==> src/rtl/uart_pkg.sv <==
// -----------------------------------------------------------------------------
// uart_pkg
// Shared definitions for the buffered UART port:
//   DATA_BITS          - payload bits per frame (8N1 framing)
//   tx_state_e         - transmit FSM states
//   rx_state_e         - receive FSM states
//   calc_clks_per_bit  - integer clocks per bit from clock and line rates
// -----------------------------------------------------------------------------
package uart_pkg;

    localparam int DATA_BITS = 8;

    typedef enum logic [1:0] {
        TX_IDLE,
        TX_START,
        TX_DATA,
        TX_STOP
    } tx_state_e;

    typedef enum logic [2:0] {
        RX_IDLE,
        RX_START,
        RX_DATA,
        RX_STOP,
        RX_WAIT_HIGH
    } rx_state_e;

    // Truncating division: the residual baud error is accepted.
    function automatic int calc_clks_per_bit(input int clk_hz, input int baud);
        return clk_hz / baud;
    endfunction

endpackage

==> src/rtl/sync_fifo.sv <==
// -----------------------------------------------------------------------------
// sync_fifo
// Single-clock first-word-fall-through FIFO.
//   clock, reset : clock and synchronous active-high reset (empties the FIFO)
//   push, push_data : write request; ignored while full
//   pop, pop_data   : read request; pop_data shows the head whenever !empty
//   full, empty, count : status derived from the registered occupancy
// -----------------------------------------------------------------------------
module sync_fifo #(
    parameter int WIDTH = 8,
    parameter int DEPTH = 16
) (
    input  logic                         clock,
    input  logic                         reset,
    input  logic                         push,
    input  logic [WIDTH-1:0]             push_data,
    input  logic                         pop,
    output logic [WIDTH-1:0]             pop_data,
    output logic                         full,
    output logic                         empty,
    output logic [$clog2(DEPTH+1)-1:0]   count
);

    localparam int PW = $clog2(DEPTH);
    localparam int CW = $clog2(DEPTH+1);

    logic [WIDTH-1:0] mem_q [DEPTH];
    logic [PW-1:0]    wr_ptr_q, wr_ptr_d;
    logic [PW-1:0]    rd_ptr_q, rd_ptr_d;
    logic [CW-1:0]    count_q, count_d;
    logic             push_ok;
    logic             pop_ok;

    // Both decisions use the occupancy registered at the start of the cycle,
    // so a push into a full FIFO is dropped even if a pop happens alongside.
    assign full    = (count_q == CW'(DEPTH));
    assign empty   = (count_q == '0);
    assign push_ok = push && !full;
    assign pop_ok  = pop && !empty;
    assign count   = count_q;

    // Asynchronous read keeps the head visible without a pop cycle.
    assign pop_data = mem_q[rd_ptr_q];

    always_comb begin
        wr_ptr_d = wr_ptr_q;
        rd_ptr_d = rd_ptr_q;
        count_d  = count_q;
        if (push_ok) begin
            wr_ptr_d = wr_ptr_q + PW'(1);
        end
        if (pop_ok) begin
            rd_ptr_d = rd_ptr_q + PW'(1);
        end
        case ({push_ok, pop_ok})
            2'b10:   count_d = count_q + CW'(1);
            2'b01:   count_d = count_q - CW'(1);
            default: count_d = count_q;
        endcase
    end

    always_ff @(posedge clock) begin
        if (reset) begin
            wr_ptr_q <= '0;
            rd_ptr_q <= '0;
            count_q  <= '0;
        end else begin
            wr_ptr_q <= wr_ptr_d;
            rd_ptr_q <= rd_ptr_d;
            count_q  <= count_d;
        end
    end

    always_ff @(posedge clock) begin
        if (push_ok) begin
            mem_q[wr_ptr_q] <= push_data;
        end
    end

endmodule

==> src/rtl/uart_fifo_port.sv <==
// -----------------------------------------------------------------------------
// uart_fifo_port
// 8N1 UART with receive and transmit FIFOs and sticky error flags.
//   clock, reset        : system clock, synchronous active-high reset
//   rx / tx             : serial pins (idle high); rx is asynchronous
//   tx_data/valid/ready : enqueue bytes for transmission
//   rx_data/valid/ready : first-word-fall-through receive queue head / pop
//   rx_count, tx_count  : FIFO occupancies
//   tx_busy             : transmitter active or bytes still queued
//   rx_overflow         : sticky, a received byte was dropped (rx FIFO full)
//   frame_error         : sticky, a stop bit was sampled low
//   clear_errors        : clears both sticky flags (a same-cycle set wins)
// -----------------------------------------------------------------------------
module uart_fifo_port
    import uart_pkg::*;
#(
    parameter int CLK_HZ   = 50000000,
    parameter int BAUD     = 115200,
    parameter int RX_DEPTH = 16,
    parameter int TX_DEPTH = 16
) (
    input  logic                            clock,
    input  logic                            reset,
    input  logic                            rx,
    output logic                            tx,
    input  logic [7:0]                      tx_data,
    input  logic                            tx_valid,
    output logic                            tx_ready,
    output logic [7:0]                      rx_data,
    output logic                            rx_valid,
    input  logic                            rx_ready,
    output logic [$clog2(RX_DEPTH+1)-1:0]   rx_count,
    output logic [$clog2(TX_DEPTH+1)-1:0]   tx_count,
    output logic                            tx_busy,
    output logic                            rx_overflow,
    output logic                            frame_error,
    input  logic                            clear_errors
);

    localparam int CPB   = calc_clks_per_bit(CLK_HZ, BAUD);
    localparam int HALF  = CPB / 2;
    localparam int CNT_W = $clog2(CPB);
    localparam int BIT_W = $clog2(DATA_BITS);

    // ------------------------------------------------------------------ TX
    tx_state_e              tx_state_q, tx_state_d;
    logic [CNT_W-1:0]       tx_cnt_q, tx_cnt_d;
    logic [BIT_W-1:0]       tx_bit_q, tx_bit_d;
    logic [DATA_BITS-1:0]   tx_shift_q, tx_shift_d;
    logic                   tx_q, tx_d;
    logic                   tx_pop;
    logic                   tx_full, tx_empty;
    logic [DATA_BITS-1:0]   tx_head;
    logic                   tx_bit_end;

    sync_fifo #(.WIDTH(DATA_BITS), .DEPTH(TX_DEPTH)) u_tx_fifo (
        .clock     (clock),
        .reset     (reset),
        .push      (tx_valid),
        .push_data (tx_data),
        .pop       (tx_pop),
        .pop_data  (tx_head),
        .full      (tx_full),
        .empty     (tx_empty),
        .count     (tx_count)
    );

    assign tx_ready   = !tx_full;
    assign tx_busy    = (tx_state_q != TX_IDLE) || !tx_empty;
    assign tx_bit_end = (tx_cnt_q == CNT_W'(CPB-1));
    assign tx         = tx_q;

    always_comb begin
        tx_state_d = tx_state_q;
        tx_cnt_d   = tx_bit_end ? '0 : tx_cnt_q + CNT_W'(1);
        tx_bit_d   = tx_bit_q;
        tx_shift_d = tx_shift_q;
        tx_pop     = 1'b0;
        case (tx_state_q)
            TX_IDLE: begin
                tx_cnt_d = '0;
                if (!tx_empty) begin
                    tx_pop     = 1'b1;
                    tx_shift_d = tx_head;
                    tx_state_d = TX_START;
                end
            end
            TX_START: begin
                if (tx_bit_end) begin
                    tx_bit_d   = '0;
                    tx_state_d = TX_DATA;
                end
            end
            TX_DATA: begin
                if (tx_bit_end) begin
                    tx_shift_d = tx_shift_q >> 1;
                    tx_bit_d   = tx_bit_q + BIT_W'(1);
                    if (tx_bit_q == BIT_W'(DATA_BITS-1)) begin
                        tx_state_d = TX_STOP;
                    end
                end
            end
            TX_STOP: begin
                // Chain straight into the next queued byte: no idle bit-time.
                if (tx_bit_end) begin
                    if (!tx_empty) begin
                        tx_pop     = 1'b1;
                        tx_shift_d = tx_head;
                        tx_state_d = TX_START;
                    end else begin
                        tx_state_d = TX_IDLE;
                    end
                end
            end
            default: tx_state_d = TX_IDLE;
        endcase

        // Line level follows the current state one cycle later, glitch-free.
        case (tx_state_q)
            TX_START: tx_d = 1'b0;
            TX_DATA:  tx_d = tx_shift_q[0];
            default:  tx_d = 1'b1;
        endcase
    end

    always_ff @(posedge clock) begin
        if (reset) begin
            tx_state_q <= TX_IDLE;
            tx_cnt_q   <= '0;
            tx_bit_q   <= '0;
            tx_shift_q <= '0;
            tx_q       <= 1'b1;
        end else begin
            tx_state_q <= tx_state_d;
            tx_cnt_q   <= tx_cnt_d;
            tx_bit_q   <= tx_bit_d;
            tx_shift_q <= tx_shift_d;
            tx_q       <= tx_d;
        end
    end

    // ------------------------------------------------------------------ RX
    rx_state_e              rx_state_q, rx_state_d;
    logic [CNT_W-1:0]       rx_cnt_q, rx_cnt_d;
    logic [BIT_W-1:0]       rx_bit_q, rx_bit_d;
    logic [DATA_BITS-1:0]   rx_shift_q, rx_shift_d;
    logic                   rx_meta_q, rx_sync_q;
    logic                   rx_push;
    logic                   rx_full, rx_empty;
    logic                   ovf_set, ferr_set;
    logic                   rx_overflow_q, rx_overflow_d;
    logic                   frame_error_q, frame_error_d;
    logic                   rx_bit_end, rx_half;

    sync_fifo #(.WIDTH(DATA_BITS), .DEPTH(RX_DEPTH)) u_rx_fifo (
        .clock     (clock),
        .reset     (reset),
        .push      (rx_push),
        .push_data (rx_shift_q),
        .pop       (rx_ready),
        .pop_data  (rx_data),
        .full      (rx_full),
        .empty     (rx_empty),
        .count     (rx_count)
    );

    assign rx_valid    = !rx_empty;
    assign rx_overflow = rx_overflow_q;
    assign frame_error = frame_error_q;
    assign rx_bit_end  = (rx_cnt_q == CNT_W'(CPB-1));
    assign rx_half     = (rx_cnt_q == CNT_W'(HALF-1));

    always_comb begin
        rx_state_d = rx_state_q;
        rx_cnt_d   = rx_cnt_q + CNT_W'(1);
        rx_bit_d   = rx_bit_q;
        rx_shift_d = rx_shift_q;
        rx_push    = 1'b0;
        ovf_set    = 1'b0;
        ferr_set   = 1'b0;
        case (rx_state_q)
            RX_IDLE: begin
                rx_cnt_d = '0;
                if (!rx_sync_q) begin
                    rx_state_d = RX_START;
                end
            end
            RX_START: begin
                // Half a bit in: still low means a real start bit, and every
                // later sample lands at mid-bit.
                if (rx_half) begin
                    rx_cnt_d   = '0;
                    rx_bit_d   = '0;
                    rx_state_d = rx_sync_q ? RX_IDLE : RX_DATA;
                end
            end
            RX_DATA: begin
                if (rx_bit_end) begin
                    rx_cnt_d   = '0;
                    rx_shift_d = {rx_sync_q, rx_shift_q[DATA_BITS-1:1]};
                    rx_bit_d   = rx_bit_q + BIT_W'(1);
                    if (rx_bit_q == BIT_W'(DATA_BITS-1)) begin
                        rx_state_d = RX_STOP;
                    end
                end
            end
            RX_STOP: begin
                if (rx_bit_end) begin
                    rx_cnt_d = '0;
                    if (rx_sync_q) begin
                        rx_push    = !rx_full;
                        ovf_set    = rx_full;
                        rx_state_d = RX_IDLE;
                    end else begin
                        ferr_set   = 1'b1;
                        rx_state_d = RX_WAIT_HIGH;
                    end
                end
            end
            RX_WAIT_HIGH: begin
                // A held-low line (break) must not be decoded as endless frames.
                rx_cnt_d = '0;
                if (rx_sync_q) begin
                    rx_state_d = RX_IDLE;
                end
            end
            default: rx_state_d = RX_IDLE;
        endcase

        rx_overflow_d = ovf_set  | (rx_overflow_q & ~clear_errors);
        frame_error_d = ferr_set | (frame_error_q & ~clear_errors);
    end

    always_ff @(posedge clock) begin
        if (reset) begin
            rx_meta_q     <= 1'b1;
            rx_sync_q     <= 1'b1;
            rx_state_q    <= RX_IDLE;
            rx_cnt_q      <= '0;
            rx_bit_q      <= '0;
            rx_shift_q    <= '0;
            rx_overflow_q <= 1'b0;
            frame_error_q <= 1'b0;
        end else begin
            rx_meta_q     <= rx;
            rx_sync_q     <= rx_meta_q;
            rx_state_q    <= rx_state_d;
            rx_cnt_q      <= rx_cnt_d;
            rx_bit_q      <= rx_bit_d;
            rx_shift_q    <= rx_shift_d;
            rx_overflow_q <= rx_overflow_d;
            frame_error_q <= frame_error_d;
        end
    end

endmodule

==> config.mk <==
export PLATFORM = sky130hd
export DESIGN_NAME = uart_fifo_port
export DESIGN_NICKNAME = d
export VERILOG_FILES = /design/src/rtl/uart_pkg.sv /design/src/rtl/sync_fifo.sv /design/src/rtl/uart_fifo_port.sv
export SDC_FILE = /design/constraint.sdc
export NUM_CORES = 1
export LEC_CHECK = 0
export BUFFER_PORTS_ARGS = -buffer_cell sky130_fd_sc_hd__buf_2
export CAP_MARGIN = 0
export CORE_UTILIZATION = 40
export DETAILED_ROUTE_END_ITERATION = 7
export GPL_TIMING_DRIVEN = 0
export HOLD_SLACK_MARGIN = 0.02
export SYNTH_ARGS = -nofsm -noshare
export SYNTH_HDL_FRONTEND = slang
export SYNTH_SLANG_ARGS = --single-unit
==> constraint.sdc <==
create_clock -name clock -period 3.5 [get_ports clock]
set_clock_uncertainty 0.1 [all_clocks]
set_input_delay 0.525 -clock clock [delete_from_list [all_inputs] [get_ports clock]]
set_output_delay 0.525 -clock clock [all_outputs]
set_load 0.02 [all_outputs]
==> metrics.yaml <==
outcome:
  outcome: "complete, no violations"
grt:
  gr-usage-all-layers: 0.1627
  overflow: 0
  grt_pass1_vias: 7560
  grt_pass1_wl_microns: 44080
  grt_start_max_net_pins: 19
  antenna_found_initial: 0
route:
  via_per_inst: 5.221
  num_vias: 7524
  wl_per_cell_microns: 19.74
  drc: 0
  drt_pre_antenna_iters: 5
  wirelength_microns: 28450
  detail-route-antenna-nets: 0
  drtIter0Drc: 470
synthesis:
  synth-seq-cells: 340
  avgSynthCellArea_sq_um: 15.97
  async_flop_share: 0
  synth_edf_count: 256
  synth_flop_cell: "edfxtp_1"
  synth_area_sq_um: 14020
  yosysMostFrequentCell: "edfxtp_1"
  syn_inst: 878
  yosysUniqueCellTypes: 63
  ys_top_cells_by_area: "edfxtp_1, dfxtp_1, mux4_2, mux4_1, ha_1"
  synth_top_area_frac: 0.5482
  ys_seq_area_frac: 0.6682
  synthesis.nets: 925
  synth_commonest_cells: "edfxtp_1, nor2_1, dfxtp_1, mux4_2, nand2_1"
  synth_top_area_cell: "edfxtp_1"
  yosysWarnings: 0
setup_path:
  reg2reg_depth: 9
  reg2reg_to: "u_rx_fifo.count[4]$_SDFFE_PP0P_"
  crit_slowest_cell: "mux4_2"
  crit_top_cell: "mux4_2"
  crit_type: "reg -> out"
  cp-start-kind: "flip-flop"
  r2r-start: "u_rx_fifo.count[0]$_SDFFE_PP0P_"
  slowest_delay_ns: 0.57
  worst_setup_path_end_kind: "output port"
  arrival_ns: 2.71
  required_ns: 2.87
  path_cells: "clkbuf_1 > clkbuf_4 > mux4_2 > mux4_2 > buf_2"
  worst-path-max-fanout: 10
  reg2reg_setup_slack_ns: 0.30
clock_network:
  worstSkewPairLatency_ns: 0.51
  clock-root-buffer: "clkbuf_16"
  clock_sinks: 340
  cts.hold.buffers_added: 0
  clock_path_buffers: 3
  cts_buffers: 37
  cts_tree: "built"
  clkTransAtPathRegs_ns: 0.06
  htree_levels: 2
pwr:
  intPower_uw: 7413
  vdd_drop_max_uv: 397.4
  pwr-share-comb: 0.155
  power_frac_clock: 0.390
  switching_share: 0.2531
  power-per-cell-area_nw_per_um2: 617.2
  power_uw: 9925
  seq_power_share: 0.456
  p_leak_uw: 0.005364
  p_switching_uw: 2512
hold_path:
  hp-class: "in -> reg"
  hp-start: "rx"
  hold_depth: 2
  whs_endpoint: "rx_meta_q$_SDFF_PP1_"
floorplan:
  core_area_sq_um: 34540
  io_pins: 38
  placementRows: 68
  fp.dieArea_sq_um: 35810
  die_w_microns: 189.2
  die_h_microns: 189.2
  initial_core_util: 0.4059
layout:
  nets: 1005
  antenna_cells: 0
  syn_to_final_growth_pct: 14.69
  drive_gt1_frac: 0.1968
timing:
  drv_slew: 0
  fin_crit_ns: 3.337
  setup_viol: 0
  hold_viol: 0
  rsz0062_at_grt: "no"
  max_freq_ghz: 0.2997
  tightest_slew_ns: 1.321
  period_share: 0.9534
  slew_headroom: 0.1127
  setup_ws_ns: 0.1631
job:
  cap_violations: 0
placement:
  pre_cts_ws_ns: -0.02763
  dp_hpwl_microns: 18670
  numPortBuffers: 36
  gp_congestion: 0.7537
-- sequential cells by signal, indices dropped and copies added (netlist names), 5 cells and up, named ones only --
signal	cells
tx_shift_q	8
u_tx_fifo.mem_q	128
tx_cnt_q	9
u_tx_fifo.count	5
u_rx_fifo.mem_q	128
rx_cnt_q	9
rx_shift_q	8
u_rx_fifo.count	5
-- how the worst max path moves through the flow --
stage                                                  to                             from  cells past startpoint  slack, ns
after floorplan           u_tx_fifo.count[2]$_SDFFE_PP0P_  u_tx_fifo.count[1]$_SDFFE_PP0P_                     11       0.47
after global placement    u_rx_fifo.mem_q[0][4]$_DFFE_PP_           rx_cnt_q[0]$_SDFF_PP0_                      5      -0.35
after detailed placement  u_rx_fifo.count[4]$_SDFFE_PP0P_           rx_cnt_q[0]$_SDFF_PP0_                     11      -0.03
after CTS                                      rx_data[3]                        flip-flop                      5       0.01
after global routing                           rx_data[5]                        flip-flop                      5       0.02
final                                          rx_data[5]                        flip-flop                      5       0.16
-- power groups by stage --
stage / Sequential [uW] / Clock [uW] / Combinational (uW)
CTS: 4520 / 3950 / 1540
detailed placement: 4610 / 0 / 1530
finish: 4520 / 3870 / 1530
floorplan: 4620 / 0 / 1120
global placement: 4610 / 0 / 1520
global route: 4540 / 4110 / 1710
-- per-stage QoR --
stage          TNS [ns]  utilization  cells  area [sq um]  hold slack (ns)
6_report              0       0.4656   1441         16080          0.09048
5_1_grt               0       0.4656   1441         16080          0.08428
4_1_cts               0       0.4647   1442         16050          0.06831
3_5_place_dp   -0.02763       0.4294   1374         14830           0.3638
3_3_place_gp     -10.64       0.4276   1369         14770           0.3588
2_1_floorplan         0            -    878         14020           0.2895
-- critical path: cells and delay by family (launching register included) --
kind / cells / cell delay [ns]
flops: 1 / 0.30
buf+inv: 3 / 0.82
mux: 2 / 1.08
-- cells by family after synthesis --
group	Yosys count	synth area share
adder cells (fa/ha/maj)	33	0.02998
buffers and inverters	70	0.02463
multiplexers	89	0.1333
flip-flops	340	0.6682
AND/OR/NAND/NOR	229	0.08138
XOR/XNOR	32	0.01999
AO/OA/AOI/OAI	85	0.04256
-- repair_timing --
action,4_1_cts,5_1_grt
gates resized for setup,1,7
endpoints found under the setup margin,1,11
pin swaps,1,0
buffers inserted,1,0
-- per-layer routing --
| metal | part of all wire | up-vias | GRT usage | routed length, microns |
|---|---|---|---|---|
| met3 | 0.043 | 41 | 0.02910 | 1237 |
| met5 | 0 | - | 0 | 0 |
| met1 | 0.47 | 3785 | 0.2258 | 13300 |
| met4 | 0.020 | 0 | 0.04373 | 577 |
| met2 | 0.47 | 163 | 0.2639 | 13340 |
| li1 | - | 3535 | - | - |
-- layout make-up --
| cell class | instances | area [sq um] |
|---|---|---|
| Multi-Input combinational cell | 468 | 4367 |
| Fill cell | 3032 | 18460 |
| Tap cell | 455 | 569.3 |
| Clock inverter | 15 | 187.7 |
| Buffer | 45 | 259.0 |
| Clock buffer | 52 | 1016 |
| Sequential cell | 340 | 9369 |
| Timing Repair Buffer | 43 | 227.7 |
| Inverter | 23 | 86.33 |
-- placed cells by master, fill, tap and decap left out, types with 5 or more instances in the layout --
cell | netlist | layout
a211o_1 | 7 | 7
a211oi_1 | 7 | 7
a21oi_1 | 29 | 28
a311oi_1 | 8 | 8
and2_1 | 7 | 7
buf_2 | 9 | 43
buf_4 | 2 | 8
clkbuf_1 | 28 | 37
clkbuf_16 | 0 | 37
clkinv_2 | 0 | 5
dfxtp_1 | 84 | 84
edfxtp_1 | 256 | 256
ha_1 | 32 | 32
inv_1 | 22 | 22
mux2i_1 | 15 | 15
mux4_1 | 17 | 17
mux4_2 | 56 | 56
nand2_1 | 47 | 47
nand2b_1 | 7 | 7
nand3_1 | 9 | 9
nand4_1 | 6 | 6
nor2_1 | 92 | 91
nor2b_1 | 11 | 11
nor3_1 | 14 | 11
nor3_2 | 2 | 5
nor3b_1 | 5 | 5
o21ai_0 | 9 | 9
xnor2_1 | 16 | 16
xor2_1 | 16 | 16
(Power assumes the default switching activity.)
